`config.mk`:
```
export PLATFORM = sky130hd
export DESIGN_NAME = n64adv2_vdemux_flat
export DESIGN_NICKNAME = d
export VERILOG_FILES = /design/src/rtl/n64adv2_vdemux_pkg.sv /design/src/rtl/n64adv2_vdemux_if.sv /design/src/rtl/n64adv2_vinfo_detect.sv /design/src/rtl/n64adv2_vdemux.sv /design/src/flat_wrapper.sv
export SDC_FILE = /design/constraint.sdc
export NUM_CORES = 1
export LEC_CHECK = 0
export BUFFER_PORTS_ARGS = -buffer_cell sky130_fd_sc_hd__buf_2
export CORE_MARGIN = 2
export CORE_UTILIZATION = 50
export CTS_CLUSTER_SIZE = 14
export DETAILED_ROUTE_END_ITERATION = 16
export PLACE_DENSITY_LB_ADDON = 0.2
export SYNTH_ARGS = -nofsm -noshare
export SYNTH_HDL_FRONTEND = slang
export SYNTH_SLANG_ARGS = --single-unit
```
`constraint.sdc`:
```
create_clock -name N64_CLK_i -period 4.5 [get_ports N64_CLK_i]
set_input_delay 0.675 -clock N64_CLK_i [delete_from_list [all_inputs] [get_ports N64_CLK_i]]
set_output_delay 0.675 -clock N64_CLK_i [all_outputs]
set_load 0.005 [all_outputs]
```
`src/rtl/n64adv2_vdemux_pkg.sv`:
```
// n64adv2_vdemux_pkg: shared widths, sync bit indices, thresholds, FSM states and pixel type
package n64adv2_vdemux_pkg;
  localparam int color_width_i = 7;
  localparam int vsync_idx = 3;
  localparam int clamp_idx = 2;
  localparam int hsync_idx = 1;
  localparam int csync_idx = 0;
  localparam int pal_line_thresh = 288;
  localparam int line_cnt_width = 11;
  typedef enum logic [1:0] {S_IDLE = 2'd0, S_R = 2'd1, S_G = 2'd2, S_B = 2'd3} state_e;
  typedef struct packed {
    logic [3:0] sync;
    logic [color_width_i-1:0] r;
    logic [color_width_i-1:0] g;
    logic [color_width_i-1:0] b;
  } pixel_t;
endpackage

```
`src/rtl/n64adv2_vdemux_if.sv`:
```
// n64adv2_vdemux_if: muxed N64 video input bus plus demuxed pixel and mode outputs
interface n64adv2_vdemux_if;
  import n64adv2_vdemux_pkg::*;
  logic nVDSYNC_i;
  logic [color_width_i-1:0] VD_i;
  logic vdata_valid_o;
  logic [3:0] vdata_sync_o;
  logic [color_width_i-1:0] vdata_r_o;
  logic [color_width_i-1:0] vdata_g_o;
  logic [color_width_i-1:0] vdata_b_o;
  logic palmode_o;
  logic interlaced_o;
  logic field_o;
  logic pixel_error_o;
  modport master (
    output nVDSYNC_i, VD_i,
    input vdata_valid_o, vdata_sync_o, vdata_r_o, vdata_g_o, vdata_b_o,
    input palmode_o, interlaced_o, field_o, pixel_error_o
  );
  modport slave (
    input nVDSYNC_i, VD_i,
    output vdata_valid_o, vdata_sync_o, vdata_r_o, vdata_g_o, vdata_b_o,
    output palmode_o, interlaced_o, field_o, pixel_error_o
  );
endinterface

```
`src/rtl/n64adv2_vinfo_detect.sv`:
```
// n64adv2_vinfo_detect: line counting and PAL/field/interlace detection from strobed sync bits
module n64adv2_vinfo_detect
  import n64adv2_vdemux_pkg::*;
#(
  parameter int pal_thresh = pal_line_thresh,
  parameter int cnt_width = line_cnt_width
) (
  input  logic clk,
  input  logic rst_n,
  input  logic strobe_i,
  input  logic vsync_i,
  input  logic hsync_i,
  output logic palmode_o,
  output logic interlaced_o,
  output logic field_o
);
  localparam logic [cnt_width-1:0] thresh = cnt_width'(pal_thresh);
  logic [cnt_width-1:0] cnt_q, cnt_d;
  logic vs_prev_q, vs_prev_d, hs_prev_q, hs_prev_d;
  logic pal_q, pal_d, intl_q, intl_d, field_q, field_d, seen_q, seen_d;
  // edge detection on strobed sync; a VSYNC fall wins over a simultaneous HSYNC fall
  always_comb begin
    cnt_d = cnt_q;
    vs_prev_d = vs_prev_q;
    hs_prev_d = hs_prev_q;
    pal_d = pal_q;
    intl_d = intl_q;
    field_d = field_q;
    seen_d = seen_q;
    if (strobe_i) begin
      vs_prev_d = vsync_i;
      hs_prev_d = hsync_i;
      if (vs_prev_q && !vsync_i) begin
        pal_d = cnt_q > thresh;
        field_d = hsync_i;
        intl_d = seen_q && (hsync_i != field_q);
        seen_d = 1'b1;
        cnt_d = '0;
      end else if (hs_prev_q && !hsync_i && cnt_q != '1) begin
        cnt_d = cnt_q + cnt_width'(1);
      end
    end
  end
  // mode state registers; previous sync starts inactive (high) like the output word
  always_ff @(posedge clk or negedge rst_n) begin
    if (!rst_n) begin
      cnt_q <= '0;
      vs_prev_q <= 1'b1;
      hs_prev_q <= 1'b1;
      pal_q <= 1'b0;
      intl_q <= 1'b0;
      field_q <= 1'b0;
      seen_q <= 1'b0;
    end else begin
      cnt_q <= cnt_d;
      vs_prev_q <= vs_prev_d;
      hs_prev_q <= hs_prev_d;
      pal_q <= pal_d;
      intl_q <= intl_d;
      field_q <= field_d;
      seen_q <= seen_d;
    end
  end
  assign palmode_o = pal_q;
  assign interlaced_o = intl_q;
  assign field_o = field_q;
endmodule

```
`src/rtl/n64adv2_vdemux.sv`:
```
// n64adv2_vdemux: demuxes the N64 sync/R/G/B video bus into parallel pixel words
module n64adv2_vdemux
  import n64adv2_vdemux_pkg::*;
(
  input logic N64_CLK_i,
  input logic N64_nVRST_i,
  n64adv2_vdemux_if.slave vif
);
  state_e state_q, state_d;
  logic [3:0] sync_buf_q, sync_buf_d;
  logic [color_width_i-1:0] r_buf_q, r_buf_d, g_buf_q, g_buf_d;
  pixel_t pix_q, pix_d;
  logic valid_q, valid_d, err_q, err_d;
  // pixel sequencer: a sync word always restarts, a premature one flags an error
  always_comb begin
    state_d = state_q;
    sync_buf_d = sync_buf_q;
    r_buf_d = r_buf_q;
    g_buf_d = g_buf_q;
    pix_d = pix_q;
    valid_d = 1'b0;
    err_d = 1'b0;
    if (!vif.nVDSYNC_i) begin
      sync_buf_d = vif.VD_i[3:0];
      state_d = S_R;
      err_d = state_q != S_IDLE;
    end else begin
      case (state_q)
        S_R: begin
          r_buf_d = vif.VD_i;
          state_d = S_G;
        end
        S_G: begin
          g_buf_d = vif.VD_i;
          state_d = S_B;
        end
        S_B: begin
          pix_d = '{sync: sync_buf_q, r: r_buf_q, g: g_buf_q, b: vif.VD_i};
          valid_d = 1'b1;
          state_d = S_IDLE;
        end
        default: state_d = S_IDLE;
      endcase
    end
  end
  // state, capture buffers and the atomically updated output word
  always_ff @(posedge N64_CLK_i or negedge N64_nVRST_i) begin
    if (!N64_nVRST_i) begin
      state_q <= S_IDLE;
      sync_buf_q <= 4'hF;
      r_buf_q <= '0;
      g_buf_q <= '0;
      pix_q <= '{sync: 4'hF, r: '0, g: '0, b: '0};
      valid_q <= 1'b0;
      err_q <= 1'b0;
    end else begin
      state_q <= state_d;
      sync_buf_q <= sync_buf_d;
      r_buf_q <= r_buf_d;
      g_buf_q <= g_buf_d;
      pix_q <= pix_d;
      valid_q <= valid_d;
      err_q <= err_d;
    end
  end
  n64adv2_vinfo_detect u_vinfo (
    .clk(N64_CLK_i),
    .rst_n(N64_nVRST_i),
    .strobe_i(valid_q),
    .vsync_i(pix_q.sync[vsync_idx]),
    .hsync_i(pix_q.sync[hsync_idx]),
    .palmode_o(vif.palmode_o),
    .interlaced_o(vif.interlaced_o),
    .field_o(vif.field_o)
  );
  assign vif.vdata_valid_o = valid_q;
  assign vif.vdata_sync_o = pix_q.sync;
  assign vif.vdata_r_o = pix_q.r;
  assign vif.vdata_g_o = pix_q.g;
  assign vif.vdata_b_o = pix_q.b;
  assign vif.pixel_error_o = err_q;
endmodule

```
`src/flat_wrapper.sv`:
```
// flat-port wrapper written by rule: the top's interface ports become plain ports
module n64adv2_vdemux_flat import n64adv2_vdemux_pkg::*;
  (N64_CLK_i, N64_nVRST_i, vif_nVDSYNC_i, vif_VD_i, vif_vdata_valid_o, vif_vdata_sync_o, vif_vdata_r_o, vif_vdata_g_o, vif_vdata_b_o, vif_palmode_o, vif_interlaced_o, vif_field_o, vif_pixel_error_o);
  n64adv2_vdemux_if vif_i ();
  input logic N64_CLK_i;
  input logic N64_nVRST_i;
  input wire logic [$bits(vif_i.nVDSYNC_i)-1:0] vif_nVDSYNC_i;
  input wire logic [$bits(vif_i.VD_i)-1:0] vif_VD_i;
  output wire logic [$bits(vif_i.vdata_valid_o)-1:0] vif_vdata_valid_o;
  output wire logic [$bits(vif_i.vdata_sync_o)-1:0] vif_vdata_sync_o;
  output wire logic [$bits(vif_i.vdata_r_o)-1:0] vif_vdata_r_o;
  output wire logic [$bits(vif_i.vdata_g_o)-1:0] vif_vdata_g_o;
  output wire logic [$bits(vif_i.vdata_b_o)-1:0] vif_vdata_b_o;
  output wire logic [$bits(vif_i.palmode_o)-1:0] vif_palmode_o;
  output wire logic [$bits(vif_i.interlaced_o)-1:0] vif_interlaced_o;
  output wire logic [$bits(vif_i.field_o)-1:0] vif_field_o;
  output wire logic [$bits(vif_i.pixel_error_o)-1:0] vif_pixel_error_o;
  assign vif_i.nVDSYNC_i = vif_nVDSYNC_i;
  assign vif_i.VD_i = vif_VD_i;
  assign vif_vdata_valid_o = vif_i.vdata_valid_o;
  assign vif_vdata_sync_o = vif_i.vdata_sync_o;
  assign vif_vdata_r_o = vif_i.vdata_r_o;
  assign vif_vdata_g_o = vif_i.vdata_g_o;
  assign vif_vdata_b_o = vif_i.vdata_b_o;
  assign vif_palmode_o = vif_i.palmode_o;
  assign vif_interlaced_o = vif_i.interlaced_o;
  assign vif_field_o = vif_i.field_o;
  assign vif_pixel_error_o = vif_i.pixel_error_o;
  n64adv2_vdemux u_core (.N64_CLK_i(N64_CLK_i), .N64_nVRST_i(N64_nVRST_i), .vif(vif_i));
endmodule
```
==> summary.md <==
The met3 layer usage reported by global route is 0.0360, and the area of the placeable core is 5170 sq um. TritonCTS built the clock tree. The run gives 0.841 as the global placement routability congestion. The run gives 0 as the initial antenna violation count.

Along the worst path, the maximum fanout reaches 10. The critical path is of the register to register type. Counting every sink on the clock net gives 64. The first detailed-routing pass took 4 iterations. The latest clock arrival within the worst-skew pair came out at 320 ps. The synthesized netlist contains 34 unique library cells.

For flop-to-flop paths, the worst setup slack is 2470 ps. The net count of the finished layout is 260. The depth of the worst register-to-register path was 4. The tools report the effective utilization at floorplan as 0.522.

The tools report the global routing met1 resource utilization as 0.230. Routing layer with the top usage in global route: met2. The run gives 1680 as the count of vias placed by the detailed router.

For the final hold violation count, the log shows 0. The logs give 0 for the count of antenna-violating nets left after detailed routing and 2700 sq um for the summed instance area of the synthesized netlist. The routed design has 4670 um of wire. The post-detailed-route wirelength per cell was 14.6 um. The Yosys warning count is 0, and the maximum number of buffers from clock root to sink is 2. The tools report the launch point of the worst path as u_core.u_vinfo.vs_prev_q$_DFFE_PN1P_. The worst register-to-register path begins at u_core.u_vinfo.vs_prev_q$_DFFE_PN1P_. The worst-case clock skew is 6.87 ps, and the count of port buffers added during placement is 39. The most critical setup path has its endpoint at u_core.u_vinfo.cnt_q[8]$_DFFE_PN0P_. The logs give 0.175 for the total track usage and 9 for the number of buffers added by the clock tree synthesis step.

By area the synthesized netlist is led by sky130_fd_sc_hd__dfrtp_1, sky130_fd_sc_hd__mux2_2, sky130_fd_sc_hd__dfstp_2, sky130_fd_sc_hd__ha_1, sky130_fd_sc_hd__nand2_1. The total overflow left after global routing is 0. Entering global routing, the biggest net connects 38 pins. The die covers 6000 sq um.

In the routed layout, each cell is associated on average with a via count of 5.27. Synthesis produced a netlist with a net count of 216. Buffers inserted to repair hold after CTS numbered 0. The routed design could run at a clock period as short as 2030 ps. sky130_fd_sc_hd__dfrtp_1 takes more of the synthesized area than any other cell.

The final max-slew violation count is 0, and the clock-pin slew on the worst setup and hold paths is 70 ps. Across the run, the number of max-cap violations was 0. The first routing iteration left 128 violations. The number of antenna diodes was 0. The layout has 422 filler cells. The overall die width was 77.5 um. The flow ran to the end, and the final reports show no timing, DRC or antenna violations.

The vertical extent of the die is 77.5 um. Setup repair after global routing left no endpoint under its margin. The total leakage power is 1.46 nW, and the total negative slack for setup checks is 0 ps. The detailed-route DRC error count came out at 0. Core occupancy in the finished layout: 0.607. Final period utilization: 0.451. The normalized max-slew margin was 0.260. STA classifies the critical path startpoint as a register. The total of cells resized after clock tree synthesis was 0; the number of synthesized register bits was 64.

The run gives 0.598 as the part of the Yosys area used for sequential elements. Summed over all nets, the half-perimeter wirelength after detailed placement is 3230 um. The share of post-route cells with drive strength above 1 was 0.458; the area share of the largest cell type after synthesis was 0.501. The via count of the first global-routing pass is 1710, and the number of standard-cell rows in the floorplan is 26. Based on the critical path, the design can be clocked at up to 493 MHz. The logs give 0 for the final-report setup violation count and 200 for the number of cells produced by synthesis.

STA puts the critical path data required time at 4690 ps. In this run the critical register-to-register path is captured at u_core.u_vinfo.cnt_q[8]$_DFFE_PN0P_. The arrival time at the worst endpoint is 2220 ps, and the routing usage on met2 is 0.277. CTS built an H-tree with a depth of 3. The number of setup buffers added after CTS was 0.

The ratio of total power to cell area was 553 nW/um^2; the worst voltage drop across the vdd grid was 0.296 mV. The slew at the pin closest to its max-slew limit was 1110 ps. Class of the most critical hold timing path: primary input to asynchronous set/reset pin. The first-pass GRT wire length was 8160 um. The run gives 40 as the count of pins on the block boundary.

The mean post-synth cell area came out at 13.5 sq um. The cell chosen for the clock root was sky130_fd_sc_hd__clkbuf_8. Compared with the post-synthesis result, the final layout area differs by 16.3%. The tools report the critical path capture point type as a register.
[logic make-up after synthesis]
group,after synthesis,share of synthesized area
AND/OR/NAND/NOR,40,0.0747
AO/OA/AOI/OAI,28,0.0719
XOR/XNOR,1,0.00325
flip-flops,64,0.598
adder cells (fa/ha/maj),6,0.0278
multiplexers,47,0.196
buffers and inverters,14,0.0278
[worst min-delay path by stage]
stage / cells past startpoint / endpoint / startpoint / slack [ps]
finish: 1 / u_core.u_vinfo.cnt_q[2]$_DFFE_PN0P_ / N64_nVRST_i / 430
global route: 1 / u_core.u_vinfo.interlaced_o$_DFFE_PN0P_ / N64_nVRST_i / 500
CTS: 1 / u_core.u_vinfo.cnt_q[8]$_DFFE_PN0P_ / N64_nVRST_i / 470
detailed placement: 1 / u_core.u_vinfo.seen_q$_DFFE_PN0P_ / u_core.u_vinfo.seen_q$_DFFE_PN0P_ / 470
global placement: 1 / u_core.u_vinfo.seen_q$_DFFE_PN0P_ / u_core.u_vinfo.seen_q$_DFFE_PN0P_ / 450
floorplan: 0 / u_core.g_buf_q[0]$_DFFE_PN0P_ / N64_nVRST_i / 380
[per-layer routing]
metal | vias up | wire [um]
met2 | 49 | 2280
met3 | 8 | 204
met1 | 820 | 2110
li1 | 803 | -
met4 | 0 | 69
met5 | - | 0
[synth_stat cells]
| cell type | n |
|---|---|
| sky130_fd_sc_hd__nand3_1 | 7 |
| sky130_fd_sc_hd__a31oi_1 | 5 |
| sky130_fd_sc_hd__buf_2 | 4 |
| sky130_fd_sc_hd__and3_1 | 2 |
| sky130_fd_sc_hd__nand3b_1 | 1 |
| sky130_fd_sc_hd__o21a_1 | 4 |
| sky130_fd_sc_hd__nand4_1 | 1 |
| sky130_fd_sc_hd__clkbuf_8 | 1 |
| sky130_fd_sc_hd__o21ai_1 | 1 |
| sky130_fd_sc_hd__mux2_2 | 47 |
| sky130_fd_sc_hd__nor3_1 | 3 |
| sky130_fd_sc_hd__a41oi_1 | 1 |
| sky130_fd_sc_hd__dfstp_2 | 10 |
| sky130_fd_sc_hd__a21boi_0 | 1 |
| sky130_fd_sc_hd__buf_4 | 2 |
| sky130_fd_sc_hd__ha_1 | 6 |
| sky130_fd_sc_hd__o21ai_0 | 6 |
| sky130_fd_sc_hd__and3_2 | 1 |
| sky130_fd_sc_hd__a41oi_2 | 1 |
| sky130_fd_sc_hd__o22ai_1 | 1 |
| sky130_fd_sc_hd__nor2_1 | 5 |
| sky130_fd_sc_hd__nor2b_1 | 2 |
| sky130_fd_sc_hd__nand2b_1 | 3 |
| sky130_fd_sc_hd__dfrtp_1 | 54 |
| sky130_fd_sc_hd__a311oi_1 | 1 |
| sky130_fd_sc_hd__or4b_1 | 1 |
| sky130_fd_sc_hd__and2_1 | 2 |
| sky130_fd_sc_hd__xor2_1 | 1 |
| sky130_fd_sc_hd__nand2_1 | 12 |
| sky130_fd_sc_hd__a21oi_1 | 4 |
| sky130_fd_sc_hd__inv_1 | 7 |
| sky130_fd_sc_hd__a211o_1 | 1 |
| sky130_fd_sc_hd__a2bb2oi_1 | 1 |
| sky130_fd_sc_hd__a211oi_2 | 1 |
[worst max-delay path: stages, from the launching register on]
cell and delay (ps):
sky130_fd_sc_hd__dfstp_2 530, sky130_fd_sc_hd__nor2b_1 520, sky130_fd_sc_hd__o21ai_0 220, sky130_fd_sc_hd__a41oi_2 470
sky130_fd_sc_hd__o21ai_0 160
[area by class of cell]
type,count,area (sq um),area share
Tap cell,70,87.6,0.0279
Clock inverter,3,40.0,0.0128
Clock buffer,13,159,0.0506
Timing Repair Buffer,40,203,0.0646
Sequential cell,64,1610,0.514
Multi-Input combinational cell,122,1010,0.321
Inverter,7,26.3,0.00837
[per-stage QoR]
stage	std cells	total power [mW]	hold slack [ps]	area [sq um]	worst slack [ps]
global route	319	1.85	501	3140	2270
global placement	303	1.25	451	2940	2250
floorplan	200	1.11	379	2700	2760
finish	319	1.74	435	3140	2470
detailed placement	303	1.27	470	2940	2230
CTS	319	1.77	467	3140	2460
[report_power, final]
group / internal, mW / total, mW / switching (mW)
registers: 0.772 / 0.869 / 0.0969
clock network: 0.285 / 0.485 / 0.201
logic: 0.225 / 0.383 / 0.157
[state kept, by name, summed over array words and instances, names as in the netlist]
register,cells
u_core.u_vinfo.seen_q,1
u_core.u_vinfo.field_o,1
u_core.vif.vdata_r_o,7
u_core.r_buf_q,7
u_core.u_vinfo.cnt_q,11
u_core.vif.vdata_valid_o,1
u_core.vif.pixel_error_o,1
u_core.state_q,2
u_core.u_vinfo.palmode_o,1
u_core.g_buf_q,7
u_core.vif.vdata_sync_o,4
u_core.sync_buf_q,4
u_core.vif.vdata_b_o,7
u_core.vif.vdata_g_o,7
u_core.u_vinfo.hs_prev_q,1
u_core.u_vinfo.vs_prev_q,1
u_core.u_vinfo.interlaced_o,1
[cells in the final DEF, fill, tap and decap left out, drive strengths merged]
master / synthesis / final
nand4: 1 / 1
bufinv: 0 / 1
a21oi: 4 / 4
nand2: 12 / 12
o21ai: 7 / 7
a31oi: 5 / 5
or4b: 1 / 1
o21a: 4 / 4
dfstp: 10 / 10
a211o: 1 / 1
a311oi: 1 / 1
a211oi: 1 / 1
nand2b: 3 / 3
dfrtp: 54 / 54
ha: 6 / 6
inv: 7 / 7
nor2: 5 / 5
clkbuf: 1 / 13
buf: 6 / 40
a21boi: 1 / 1
nor2b: 2 / 2
o22ai: 1 / 1
a41oi: 2 / 2
a2bb2oi: 1 / 1
and2: 2 / 2
nand3: 7 / 7
xor2: 1 / 1
nand3b: 1 / 1
and3: 3 / 3
mux2: 47 / 47
nor3: 3 / 3
clkinv: 0 / 2
Power figures use the tool's default switching activity.
